File: src/rtl/hyperbus_pkg.sv
// Shared definitions for the HyperBus transaction sequencer: FSM states,
// command-address field layout and default timing values.
package hyperbus_pkg;

    typedef enum logic [2:0] {
        ST_IDLE,
        ST_CA0,
        ST_CA1,
        ST_CA2,
        ST_LAT,
        ST_WDATA,
        ST_RDATA,
        ST_CSHI
    } hyperbus_state_e;

    localparam int CA_RW_BIT    = 47;
    localparam int CA_AS_BIT    = 46;
    localparam int CA_BURST_BIT = 45;
    localparam int CA_ROW_MSB   = 44;
    localparam int CA_ROW_LSB   = 16;
    localparam int CA_COL_MSB   = 2;
    localparam int CA_COL_LSB   = 0;

    localparam int DEF_LATENCY = 6;
    localparam int DEF_T_CSHI  = 2;

    // Bits CA[15:3] are reserved and always sent as zero; bursts are always linear.
    function automatic logic [47:0] build_ca(input logic       write,
                                             input logic       is_reg,
                                             input logic [31:0] addr);
        logic [47:0] ca;
        ca                            = '0;
        ca[CA_RW_BIT]                 = ~write;
        ca[CA_AS_BIT]                 = is_reg;
        ca[CA_BURST_BIT]              = 1'b1;
        ca[CA_ROW_MSB:CA_ROW_LSB]     = addr[31:3];
        ca[CA_COL_MSB:CA_COL_LSB]     = addr[2:0];
        return ca;
    endfunction

endpackage

File: src/rtl/hyperbus_lat_cnt.sv
// Loadable saturating down-counter; done_o flags the final counted cycle so the
// owner can leave its state after exactly load_val_i decrementing cycles.
module hyperbus_lat_cnt #(
    parameter int W = 4
) (
    input  logic         clk_i,
    input  logic         rst_ni,
    input  logic         load_i,
    input  logic [W-1:0] load_val_i,
    input  logic         dec_i,
    output logic         done_o
);

    logic [W-1:0] cnt_q;
    logic [W-1:0] cnt_d;

    always_comb begin
        cnt_d = cnt_q;
        if (load_i) begin
            cnt_d = load_val_i;
        end else if (dec_i && (cnt_q != '0)) begin
            cnt_d = cnt_q - W'(1);
        end
    end

    always_ff @(posedge clk_i or negedge rst_ni) begin
        if (!rst_ni) begin
            cnt_q <= '0;
        end else begin
            cnt_q <= cnt_d;
        end
    end

    assign done_o = (cnt_q <= W'(1));

endmodule

File: src/rtl/hyperbus_txn_ctrl.sv
// HyperBus transaction sequencer: CS#, three CA words, initial latency, data burst,
// CS# high hold. Optional read-stall watchdog enabled by HYPERBUS_RD_TIMEOUT_EN.
module hyperbus_txn_ctrl
    import hyperbus_pkg::*;
#(
    parameter int LATENCY = DEF_LATENCY,
    parameter int BURST_W = 8,
    parameter int T_CSHI  = DEF_T_CSHI
`ifdef HYPERBUS_RD_TIMEOUT_EN
    ,
    parameter int TIMEOUT = 64
`endif
) (
    input  logic               clk_i,
    input  logic               rst_ni,
    input  logic               req_valid_i,
    output logic               req_ready_o,
    input  logic               req_write_i,
    input  logic               req_reg_i,
    input  logic [31:0]        req_addr_i,
    input  logic [BURST_W-1:0] req_len_i,
    input  logic               wvalid_i,
    output logic               wready_o,
    input  logic [15:0]        wdata_i,
    input  logic [1:0]         wstrb_i,
    output logic               rvalid_o,
    output logic [15:0]        rdata_o,
    output logic               rlast_o,
    output logic               busy_o,
    output logic               phy_cs_no,
    output logic               phy_clk_en_o,
    output logic               phy_tx_valid_o,
    output logic [15:0]        phy_tx_data_o,
    output logic [1:0]         phy_tx_mask_o,
    input  logic               phy_rwds_i,
    input  logic               phy_rx_valid_i,
    input  logic [15:0]        phy_rx_data_i
`ifdef HYPERBUS_RD_TIMEOUT_EN
    ,
    output logic               err_timeout_o
`endif
);

    localparam int LAT_W  = $clog2(2 * LATENCY + 1);
    localparam int CSHI_W = $clog2(T_CSHI + 1);
    localparam logic [LAT_W-1:0]  LAT_SGL  = LAT_W'(LATENCY - 3);
    localparam logic [LAT_W-1:0]  LAT_DBL  = LAT_W'(2 * LATENCY - 3);
    localparam logic [CSHI_W-1:0] CSHI_VAL = CSHI_W'(T_CSHI);

    hyperbus_state_e    state_q, state_d;
    logic               write_q, write_d;
    logic               reg_q, reg_d;
    logic [31:0]        addr_q, addr_d;
    logic [BURST_W-1:0] len_q, len_d;
    logic [BURST_W-1:0] beat_q, beat_d;
    logic               rwds_q, rwds_d;

    logic cs_n_q, cs_n_d;
    logic clk_en_q, clk_en_d;
    logic ca_tx_q, ca_tx_d;
    logic wr_q, wr_d;
    logic rd_q, rd_d;
    logic ready_q, ready_d;
    logic busy_q, busy_d;

    logic [47:0]       ca;
    logic [LAT_W-1:0]  lat_val;
    logic              lat_load;
    logic              lat_done;
    logic              cshi_load;
    logic              cshi_done;
    logic              last_beat;
    logic              rlast;
    logic              tmo_hit;

    assign ca        = build_ca(write_q, reg_q, addr_q);
    assign last_beat = (beat_q == (len_q - BURST_W'(1)));
    // An RWDS sample in CA2 must still double the latency that is loaded in that cycle.
    assign lat_val   = (rwds_q || phy_rwds_i) ? LAT_DBL : LAT_SGL;

    hyperbus_lat_cnt #(.W(LAT_W)) u_lat_cnt (
        .clk_i      (clk_i),
        .rst_ni     (rst_ni),
        .load_i     (lat_load),
        .load_val_i (lat_val),
        .dec_i      (state_q == ST_LAT),
        .done_o     (lat_done)
    );

    hyperbus_lat_cnt #(.W(CSHI_W)) u_cshi_cnt (
        .clk_i      (clk_i),
        .rst_ni     (rst_ni),
        .load_i     (cshi_load),
        .load_val_i (CSHI_VAL),
        .dec_i      (state_q == ST_CSHI),
        .done_o     (cshi_done)
    );

`ifdef HYPERBUS_RD_TIMEOUT_EN
    localparam int TMO_W = $clog2(TIMEOUT + 1);
    logic tmo_load;
    logic tmo_done;

    // Watchdog restarts on RDATA entry and on every captured word.
    assign tmo_load = ((state_d == ST_RDATA) && (state_q != ST_RDATA)) ||
                      ((state_q == ST_RDATA) && phy_rx_valid_i);

    hyperbus_lat_cnt #(.W(TMO_W)) u_tmo_cnt (
        .clk_i      (clk_i),
        .rst_ni     (rst_ni),
        .load_i     (tmo_load),
        .load_val_i (TMO_W'(TIMEOUT)),
        .dec_i      (state_q == ST_RDATA),
        .done_o     (tmo_done)
    );

    assign err_timeout_o = tmo_hit;
`endif

    always_comb begin
        state_d   = state_q;
        write_d   = write_q;
        reg_d     = reg_q;
        addr_d    = addr_q;
        len_d     = len_q;
        beat_d    = beat_q;
        rwds_d    = rwds_q;
        lat_load  = 1'b0;
        cshi_load = 1'b0;
        rlast     = 1'b0;
        tmo_hit   = 1'b0;

        case (state_q)
            ST_IDLE: begin
                if (req_valid_i && ready_q) begin
                    write_d = req_write_i;
                    reg_d   = req_reg_i;
                    addr_d  = req_addr_i;
                    len_d   = (req_len_i == '0) ? BURST_W'(1) : req_len_i;
                    beat_d  = '0;
                    rwds_d  = 1'b0;
                    state_d = ST_CA0;
                end
            end
            ST_CA0: begin
                rwds_d  = rwds_q | phy_rwds_i;
                state_d = ST_CA1;
            end
            ST_CA1: begin
                rwds_d  = rwds_q | phy_rwds_i;
                state_d = ST_CA2;
            end
            ST_CA2: begin
                rwds_d = rwds_q | phy_rwds_i;
                if (reg_q && write_q) begin
                    state_d = ST_WDATA;
                end else if (lat_val == '0) begin
                    state_d = write_q ? ST_WDATA : ST_RDATA;
                end else begin
                    lat_load = 1'b1;
                    state_d  = ST_LAT;
                end
            end
            ST_LAT: begin
                if (lat_done) begin
                    state_d = write_q ? ST_WDATA : ST_RDATA;
                end
            end
            ST_WDATA: begin
                if (wvalid_i) begin
                    if (last_beat) begin
                        cshi_load = 1'b1;
                        state_d   = ST_CSHI;
                    end else begin
                        beat_d = beat_q + BURST_W'(1);
                    end
                end
            end
            ST_RDATA: begin
                if (phy_rx_valid_i) begin
                    if (last_beat) begin
                        rlast     = 1'b1;
                        cshi_load = 1'b1;
                        state_d   = ST_CSHI;
                    end else begin
                        beat_d = beat_q + BURST_W'(1);
                    end
                end
`ifdef HYPERBUS_RD_TIMEOUT_EN
                else if (tmo_done) begin
                    tmo_hit   = 1'b1;
                    rlast     = 1'b1;
                    cshi_load = 1'b1;
                    state_d   = ST_CSHI;
                end
`endif
            end
            ST_CSHI: begin
                if (cshi_done) begin
                    state_d = ST_IDLE;
                end
            end
            default: state_d = ST_IDLE;
        endcase

        cs_n_d   = (state_d == ST_IDLE) || (state_d == ST_CSHI);
        clk_en_d = (state_d inside {ST_CA0, ST_CA1, ST_CA2, ST_LAT, ST_RDATA});
        ca_tx_d  = (state_d inside {ST_CA0, ST_CA1, ST_CA2});
        wr_d     = (state_d == ST_WDATA);
        rd_d     = (state_d == ST_RDATA);
        ready_d  = (state_d == ST_IDLE);
        busy_d   = (state_d != ST_IDLE);
    end

    always_ff @(posedge clk_i or negedge rst_ni) begin
        if (!rst_ni) begin
            state_q  <= ST_IDLE;
            write_q  <= 1'b0;
            reg_q    <= 1'b0;
            addr_q   <= '0;
            len_q    <= '0;
            beat_q   <= '0;
            rwds_q   <= 1'b0;
            cs_n_q   <= 1'b1;
            clk_en_q <= 1'b0;
            ca_tx_q  <= 1'b0;
            wr_q     <= 1'b0;
            rd_q     <= 1'b0;
            ready_q  <= 1'b0;
            busy_q   <= 1'b0;
        end else begin
            state_q  <= state_d;
            write_q  <= write_d;
            reg_q    <= reg_d;
            addr_q   <= addr_d;
            len_q    <= len_d;
            beat_q   <= beat_d;
            rwds_q   <= rwds_d;
            cs_n_q   <= cs_n_d;
            clk_en_q <= clk_en_d;
            ca_tx_q  <= ca_tx_d;
            wr_q     <= wr_d;
            rd_q     <= rd_d;
            ready_q  <= ready_d;
            busy_q   <= busy_d;
        end
    end

    // Write-phase CK and DQ follow wvalid_i directly so a stall freezes the bus.
    always_comb begin
        phy_tx_data_o = '0;
        case (state_q)
            ST_CA0:   phy_tx_data_o = ca[47:32];
            ST_CA1:   phy_tx_data_o = ca[31:16];
            ST_CA2:   phy_tx_data_o = ca[15:0];
            ST_WDATA: phy_tx_data_o = wdata_i;
            default:  phy_tx_data_o = '0;
        endcase
    end

    assign phy_cs_no      = cs_n_q;
    assign phy_clk_en_o   = clk_en_q | (wr_q & wvalid_i);
    assign phy_tx_valid_o = ca_tx_q | (wr_q & wvalid_i);
    assign phy_tx_mask_o  = wr_q ? ~wstrb_i : 2'b00;
    assign wready_o       = wr_q;
    assign rvalid_o       = rd_q & phy_rx_valid_i;
    assign rdata_o        = rd_q ? phy_rx_data_i : 16'h0000;
    assign rlast_o        = rlast;
    assign req_ready_o    = ready_q;
    assign busy_o         = busy_q;

endmodule
File: config.mk
export PLATFORM = sky130hd
export DESIGN_NAME = hyperbus_txn_ctrl
export DESIGN_NICKNAME = d
export VERILOG_FILES = /design/src/rtl/hyperbus_pkg.sv /design/src/rtl/hyperbus_lat_cnt.sv /design/src/rtl/hyperbus_txn_ctrl.sv
export SDC_FILE = /design/constraint.sdc
export NUM_CORES = 1
export LEC_CHECK = 0
export ABC_AREA = 0
export BUFFER_PORTS_ARGS = -buffer_cell sky130_fd_sc_hd__buf_2
export CAP_MARGIN = 20
export CORE_UTILIZATION = 46
export DETAILED_ROUTE_END_ITERATION = 7
export PLACE_DENSITY = 0.77
export SLEW_MARGIN = 20
export SYNTH_ARGS = -nofsm -noshare
export SYNTH_HDL_FRONTEND = slang
export SYNTH_HIERARCHICAL = 1
export SYNTH_SLANG_ARGS = --single-unit
File: constraint.sdc
create_clock -name clk_i -period 2.5 [get_ports clk_i]
set_clock_uncertainty 0.05 [all_clocks]
set_input_delay 0.125 -clock clk_i [delete_from_list [all_inputs] [get_ports clk_i]]
set_output_delay 0.125 -clock clk_i [all_outputs]
set_load 0.02 [all_outputs]
**Word level (Yosys, flattened, before mapping)**

Index checks and enable logic that the tools add are counted.

- Bits in writable memories: 0
- Memories kept: 0
- Bits in latches: 0
- Register bits: 67
- ROM bits: 0
- Input bits: 82

- Bitwise gates (word level): 7
- Shifts and indexed selects: 0
- Reduce and logical (&&, ||, !) cells: 23
- Divide/modulo/power cells: 0
- Equal/unequal tests: 18
- Add/sub/neg operators: 4
- Muxes and demuxes: 34
- $mul: 0
- Magnitude comparators: 2

Operators with widths:

| operator | count |
|---|---|
| one-hot mux 16 bit (4 select lines) | 1 |
| 2-to-1 mux 8 bit | 5 |
| == test 3 bit, second input constant | 8 |
| one-hot mux 3 bit (8 select lines) | 1 |
| one-hot mux 8 bit (3 select lines) | 1 |
| 2-to-1 mux 3 bit | 6 |
| 2-to-1 mux 16 bit | 1 |
| == test 3 x 2 -> 1 bit, second input constant | 4 |
| 2-to-1 mux 2 bit | 6 |
| 2-to-1 mux 4 bit | 3 |
| nonzero test 3 bit | 3 |
| adder 8 x 1 -> 8 bit, second input constant | 1 |
| == test 8 bit | 1 |
| zero test 8 bit | 1 |
| 2-to-1 mux 1 bit | 8 |
| nonzero test 2 bit | 4 |
| subtractor 8 x 1 -> 8 bit, second input constant | 1 |
| == test 3 x 1 -> 1 bit, second input constant | 2 |
| zero test 3 bit | 2 |
| != test 2 bit, second input constant | 3 |
| nonzero test 5 bit | 1 |
| <= comparator 4 x 1 -> 1 bit, second input constant | 1 |
| logical AND 1 bit | 4 |
| zero test 4 bit | 1 |
| 13 further kinds | 19 |

**Depth between registers and ports, before layout**

- Depth after elaboration: 8
- Mapped depth: 11
- Gate-level depth less buffers: 11

**Cells and area by module**

The synthesis kept the hierarchy.

By module, submodules not included:

| module | times used | area each (µm²) | seq. area each (µm²) | cells each |
|---|---|---|---|---|
| hyperbus_txn_ctrl | 1 | 3279.4 | 1527.7 | 409 |
| hyperbus_lat_cnt at u_lat_cnt | 1 | 294.0 | 100.1 | 33 |
| hyperbus_lat_cnt at u_cshi_cnt | 1 | 150.1 | 50.0 | 14 |

**Worst setup path after synthesis**

No wires, ideal clock.

- Path kind: register to register
- Start point: reg len_q[2]
- End point: reg u_cshi_cnt.cnt_q[0]
- Stages on the path, launching flop included: 8
- Data arrival time: 2.432 ns
- Period minus slack after synthesis: 2.608 ns
- Path buffers: 0
- Library setup time: 0.126 ns
- Required time: 2.324 ns
- Path slack: -0.108 ns
- Path through: dfrtp_1 or3_1 or4_1 xnor2_1 nor3_1 and3_1 and2b_4 a221o_1

- Word-level cells in the longest chain between the ends: 6
- Elaborated cells between the ends (all ways): 8
- Classes of those cells: add/sub: 1; eq/ne: 1; mux: 5; reduce/logical: 1

Ends and longest elaborated chain:

| element | RTL line | source |
|---|---|---|
| start, declared | hyperbus_txn_ctrl.sv:54 | `logic [BURST_W-1:0] len_q, len_d;` |
| start signal, assigned | hyperbus_txn_ctrl.sv:236 | `len_q <= len_d;` |
| subtractor 8 x 1 -> 8 bit * | hyperbus_txn_ctrl.sv:77 | `assign last_beat = (beat_q == (len_q - BURST_W'(1)));` |
| == test 8 bit * | hyperbus_txn_ctrl.sv:77 |  |
| 2-to-1 mux 1 bit * | hyperbus_txn_ctrl.sv:171, hyperbus_txn_ctrl.sv:181 |  |
| 2-to-1 mux 1 bit (on tied branches) | hyperbus_txn_ctrl.sv:180, hyperbus_txn_ctrl.sv:170 |  |
| one-hot mux 1 bit (2 select lines) * | hyperbus_txn_ctrl.sv:133 | `case (state_q)` |
| net cshi_load | hyperbus_txn_ctrl.sv:70 | `logic cshi_load;` |
| 2-to-1 mux 2 bit or nonzero test 2 bit (tied branches) | n/a |  |
| end signal, assigned | hyperbus_lat_cnt.sv:30 | `cnt_q <= cnt_d;` |
| end, declared | hyperbus_lat_cnt.sv:14 | `logic [W-1:0] cnt_q;` |

The timed path passes the listed nets; every way through them passes the cells marked *.
A chain may end at the register's enable or synchronous reset.

**Worst setup path after layout**

- Start point: reg len_q[4]
- End point: out rlast_o

- Word-level cells in the longest chain between the ends: 5

Ends and longest elaborated chain:

| element | RTL line | source |
|---|---|---|
| subtractor 8 x 1 -> 8 bit | hyperbus_txn_ctrl.sv:77 |  |
| == test 8 bit | hyperbus_txn_ctrl.sv:77 |  |
| 2-to-1 mux 1 bit | hyperbus_txn_ctrl.sv:181 | `if (last_beat) begin` |
| 2-to-1 mux 1 bit | hyperbus_txn_ctrl.sv:180 | `if (phy_rx_valid_i) begin` |
| 2-to-1 mux 1 bit | hyperbus_txn_ctrl.sv:133 |  |
| end, declared | hyperbus_txn_ctrl.sv:28 | `output logic rlast_o,` |

Every way passes these cells.

==> impl_results.md <==
* Status: complete, but fails checks
* Failing checks: setup timing
* Synthesized area at approximately 3700 µm²
* Number of global-route vias before repair at 3966
* Synth Area per Inst at around 8.2 µm²
* Worst Slack Setup Final at -0.131 ns
* CP max-delay cell: or4_4
* Final Max Slew Viols at 0
* Syn. warnings at 6
* VDD IR max at 0.601 mV
* GPL Wtd Cong at about 0.83
* R2R setup slack at -0.11 ns
* Floorplan core area at just under 8000 µm²
* Post-synth EDFFs at 0
* Die Span X at roughly 92 µm
* WL per Instance at 14.9 µm
* Clk root buf: clkbuf_8
* IO Port Bufs at around 120
* Total CTS buffers at 9
* RSZ-0062 raised after global routing: yes
* Gr usage total at 0.271
* Worst Setup Start Kind: register
* Critical path cell sequence: or3_4 -> or4_4 -> xnor2_4 -> nor3_4 -> and2_4 -> nand4_1 -> inv_2 -> buf_6
* Die Height at just over 90 µm
* Final wirelength at 11100 µm
* Hold EP: len_q[0]$_DFFE_PN0P_
* TritonCTS Sinks at 67
* Critical Path Fanout Max at 2
* Rel. slew slack at 0.533
* Clk Latency, worst-skew pair at 0.34 ns
* Worst hold-check path type: input port to register
* Post-route clock period utilization at 1.05
* Via count at 3975
* Crit path arrival time at between 2 and 2.5 ns
* Met3 Use GR at 0.0597
* Setup TNS at -0.375 ns
* # Max-Cap Violations at 0
* DP Wirelength at 6920 µm
* Placed insts at slightly below 700
* Family with the most delay on the worst path: simple AND/OR/NAND/NOR gates
* Row count at 32
* WHS Path Cells at 3
* GR peak layer: met2
* Post-synth ARST share at 1.00
* Minimum clock period at 2.63 ns
* Initial drt markers at approximately 210
* Initial DRT Pass Iterations at 6
* Total Power at roughly 6 mW
* Seq cells post-synth at 67
* Clock tree buffer depth at 2
* Worst-margin pin slew at between 0.7 and 0.8 ns
* Hold_sp: req_len_i[0]
* Die ar. at ~8500 µm²
* Initial antenna violation count at 0
* Dpl ws at roughly 0.021 ns
* # setup viols final at 4
* Drt drc at 0
* Synth Instances at around 460
* Final antenna-violating net count at 0
* Worst Path Required at around 2.3 ns
* Fin nets at between 700 and 800
* Largest net degree at the start of global routing at 46
* Vias per inst at roughly 5.3
* Power per cell area at ~1100 nW/µm²
* Post-route insts no fill at 744
* R2R depth at 9
* Max Clock Freq at 380 MHz
* Worst Path Buf+Inv at 2
* Critical path's largest stage delay at 0.47 ns
* Synth Flop Type: dfrtp_1
* I/O pin cnt at between 100 and 150
* R2R Path End: u_cshi_cnt/cnt_q[1]$_DFFE_PN0P_
* Met2 Use GR at 0.468
* Final core occ at 0.696
* Clock Pin Slew Worst Setup and Hold Paths at ~0.07 ns
* Placed Area at approximately 4500 µm²
* Yosys cell types at 50
* Setup CP Type: register to primary output
* Lkg Pwr at about 2.7 nW
* H-tree depth at 3
* Ant. Diodes at 0
* Initial Util at 0.479
* CTS tree: built
* GR Overflow Total at 0
* Fin area at roughly 5400 µm²
* First-pass GRT wire length at about 18000 µm
* Met1 Track Usage GR at 0.311
* Register area share after synthesis at 0.451
* Final hold vios at 0
* Critical Path End Type: primary output
* R2R Path Start: len_q[4]$_DFFE_PN0P_
* Layout cells sized above 1 at 0.307
* Hold slack at between 0.007 and 0.008 ns
* Area growth from synthesis to final layout at 45.2%
## synthesized netlist by cell type (all sizes together) (2+ instances only)
master    n  share of area
a211oi    2         0.0040
a21o      2         0.0040
a21oi    16          0.022
a221o     2         0.0054
a22o      3         0.0071
a22oi    17          0.034
a31o      2         0.0047
and2     18          0.031
and2b     2         0.0047
and3      4         0.0081
buf       2         0.0050
clkbuf   22          0.022
conb      2         0.0020
dfrtp    66           0.44
ha        7          0.024
inv      14          0.014
mux2i     3         0.0081
nand2   155           0.16
nand2b    4         0.0067
nand3     4         0.0054
nand4     3         0.0050
nor2     14          0.014
nor2b     8          0.013
nor3     10          0.013
nor3b     2         0.0040
nor4      2         0.0034
nor4b     7          0.018
o21ai    30          0.040
o311ai    3         0.0071
o31ai     2         0.0040
or2       2         0.0034
or3       3         0.0050
or4       4         0.0081
xnor2     5          0.012
xor2      6          0.014
## per-layer routing
| layer | up-vias | wire length [µm] |
|---|---|---|
| li1 | 1897 | - |
| met1 | 1843 | 4360 |
| met2 | 197 | 5530 |
| met3 | 38 | 753 |
| met4 | 0 | 421 |
| met5 | - | 0 |
## sequential cells by signal, summed over array words and instances (netlist names)
name	count
busy_o	1
u_cshi_cnt/cnt_q	2
addr_q	32
rd_q	1
phy_cs_no	1
state_q	3
rwds_q	1
len_q	8
write_q	1
ca_tx_q	1
beat_q	8
req_ready_o	1
wready_o	1
clk_en_q	1
reg_q	1
u_lat_cnt/cnt_q	4
## cell type report
class	instances	area, µm²
clock inverter	4	72.6
multi-input combinational	353	2050
clock buffer	12	155
fill	568	2360
sequential	67	1680
inverter	14	52.6
tap	102	128
timing repair buffer	192	1260
## how the worst max path moves through the flow
stage | start | to | slack (ns) | cells after the start
2_1_floorplan | len_q[2]$_DFFE_PN0P_ | u_cshi_cnt/cnt_q[0]$_DFFE_PN0P_ | 0.05 | 7
3_3_place_gp | len_q[2]$_DFFE_PN0P_ | u_cshi_cnt/cnt_q[0]$_DFFE_PN0P_ | 0.07 | 7
3_5_place_dp | len_q[2]$_DFFE_PN0P_ | u_cshi_cnt/cnt_q[0]$_DFFE_PN0P_ | 0.02 | 7
4_1_cts | len_q[4]$_DFFE_PN0P_ | rlast_o | -0.13 | 8
5_1_grt | len_q[0]$_DFFE_PN0P_ | rlast_o | -0.27 | 10
6_report | len_q[4]$_DFFE_PN0P_ | rlast_o | -0.13 | 8
## what timing repair did
item,in CTS,in global routing
setup endpoints to repair,1,19
hold buffers,42,0
setup buffers,9,4
resized for setup,10,23
pin swaps,7,5
endpoints found under the hold margin,69,0
## cell usage in the layout, fill, tap and decap left out, types with 3 or more instances in the layout
cell type and count:
nand3_1 3, inv_1 13, mux2i_1 3, xor2_1 6
buf_2 122, buf_6 3, buf_4 24, nor2b_1 8
nor3_1 6, nand2_1 155, dlygate4sd3_1 42, dfrtp_1 65
o21ai_0 29, clkbuf_8 11, nor2_1 13, ha_1 6
and2_1 17, conb_1 4, nand2b_1 4, nand4_1 3
a22oi_1 17, xnor2_1 4, and3_4 3, nor4b_1 3
a21oi_1 14, a22o_1 3
## kinds of logic (layout without fill, tap and decap cells)
kind of cell / count (synthesis) / in the layout / synth area share
AO/OA/AOI/OAI: 85 / 85 / 0.146
XOR/XNOR: 11 / 11 / 0.0259
adder cells (fa/ha/maj): 7 / 7 / 0.0235
buffers and inverters: 38 / 222 / 0.0413
flip-flops: 67 / 67 / 0.451
multiplexers: 3 / 3 / 0.00806
other: 2 / 4 / 0.00202
AND/OR/NAND/NOR: 243 / 243 / 0.303
## worst register-to-register path, cell delays in order, from the launching register on
cell and delay (ns):
dfrtp_1 0.38, or3_4 0.39, or4_4 0.47, xnor2_4 0.16
nor3_4 0.19, buf_4 0.14, buf_6 0.08, and3_4 0.18
and2b_1 0.17, a221o_1 0.31
## where the power goes
group	total (mW)	internal, mW	switching (mW)	leakage, nW
sequential	2.02	1.58	0.442	0.834
combinational	2.96	1.27	1.69	1.78
clock	1.03	0.615	0.416	0.113
No activity file was read; power rests on OpenSTA's default activity.
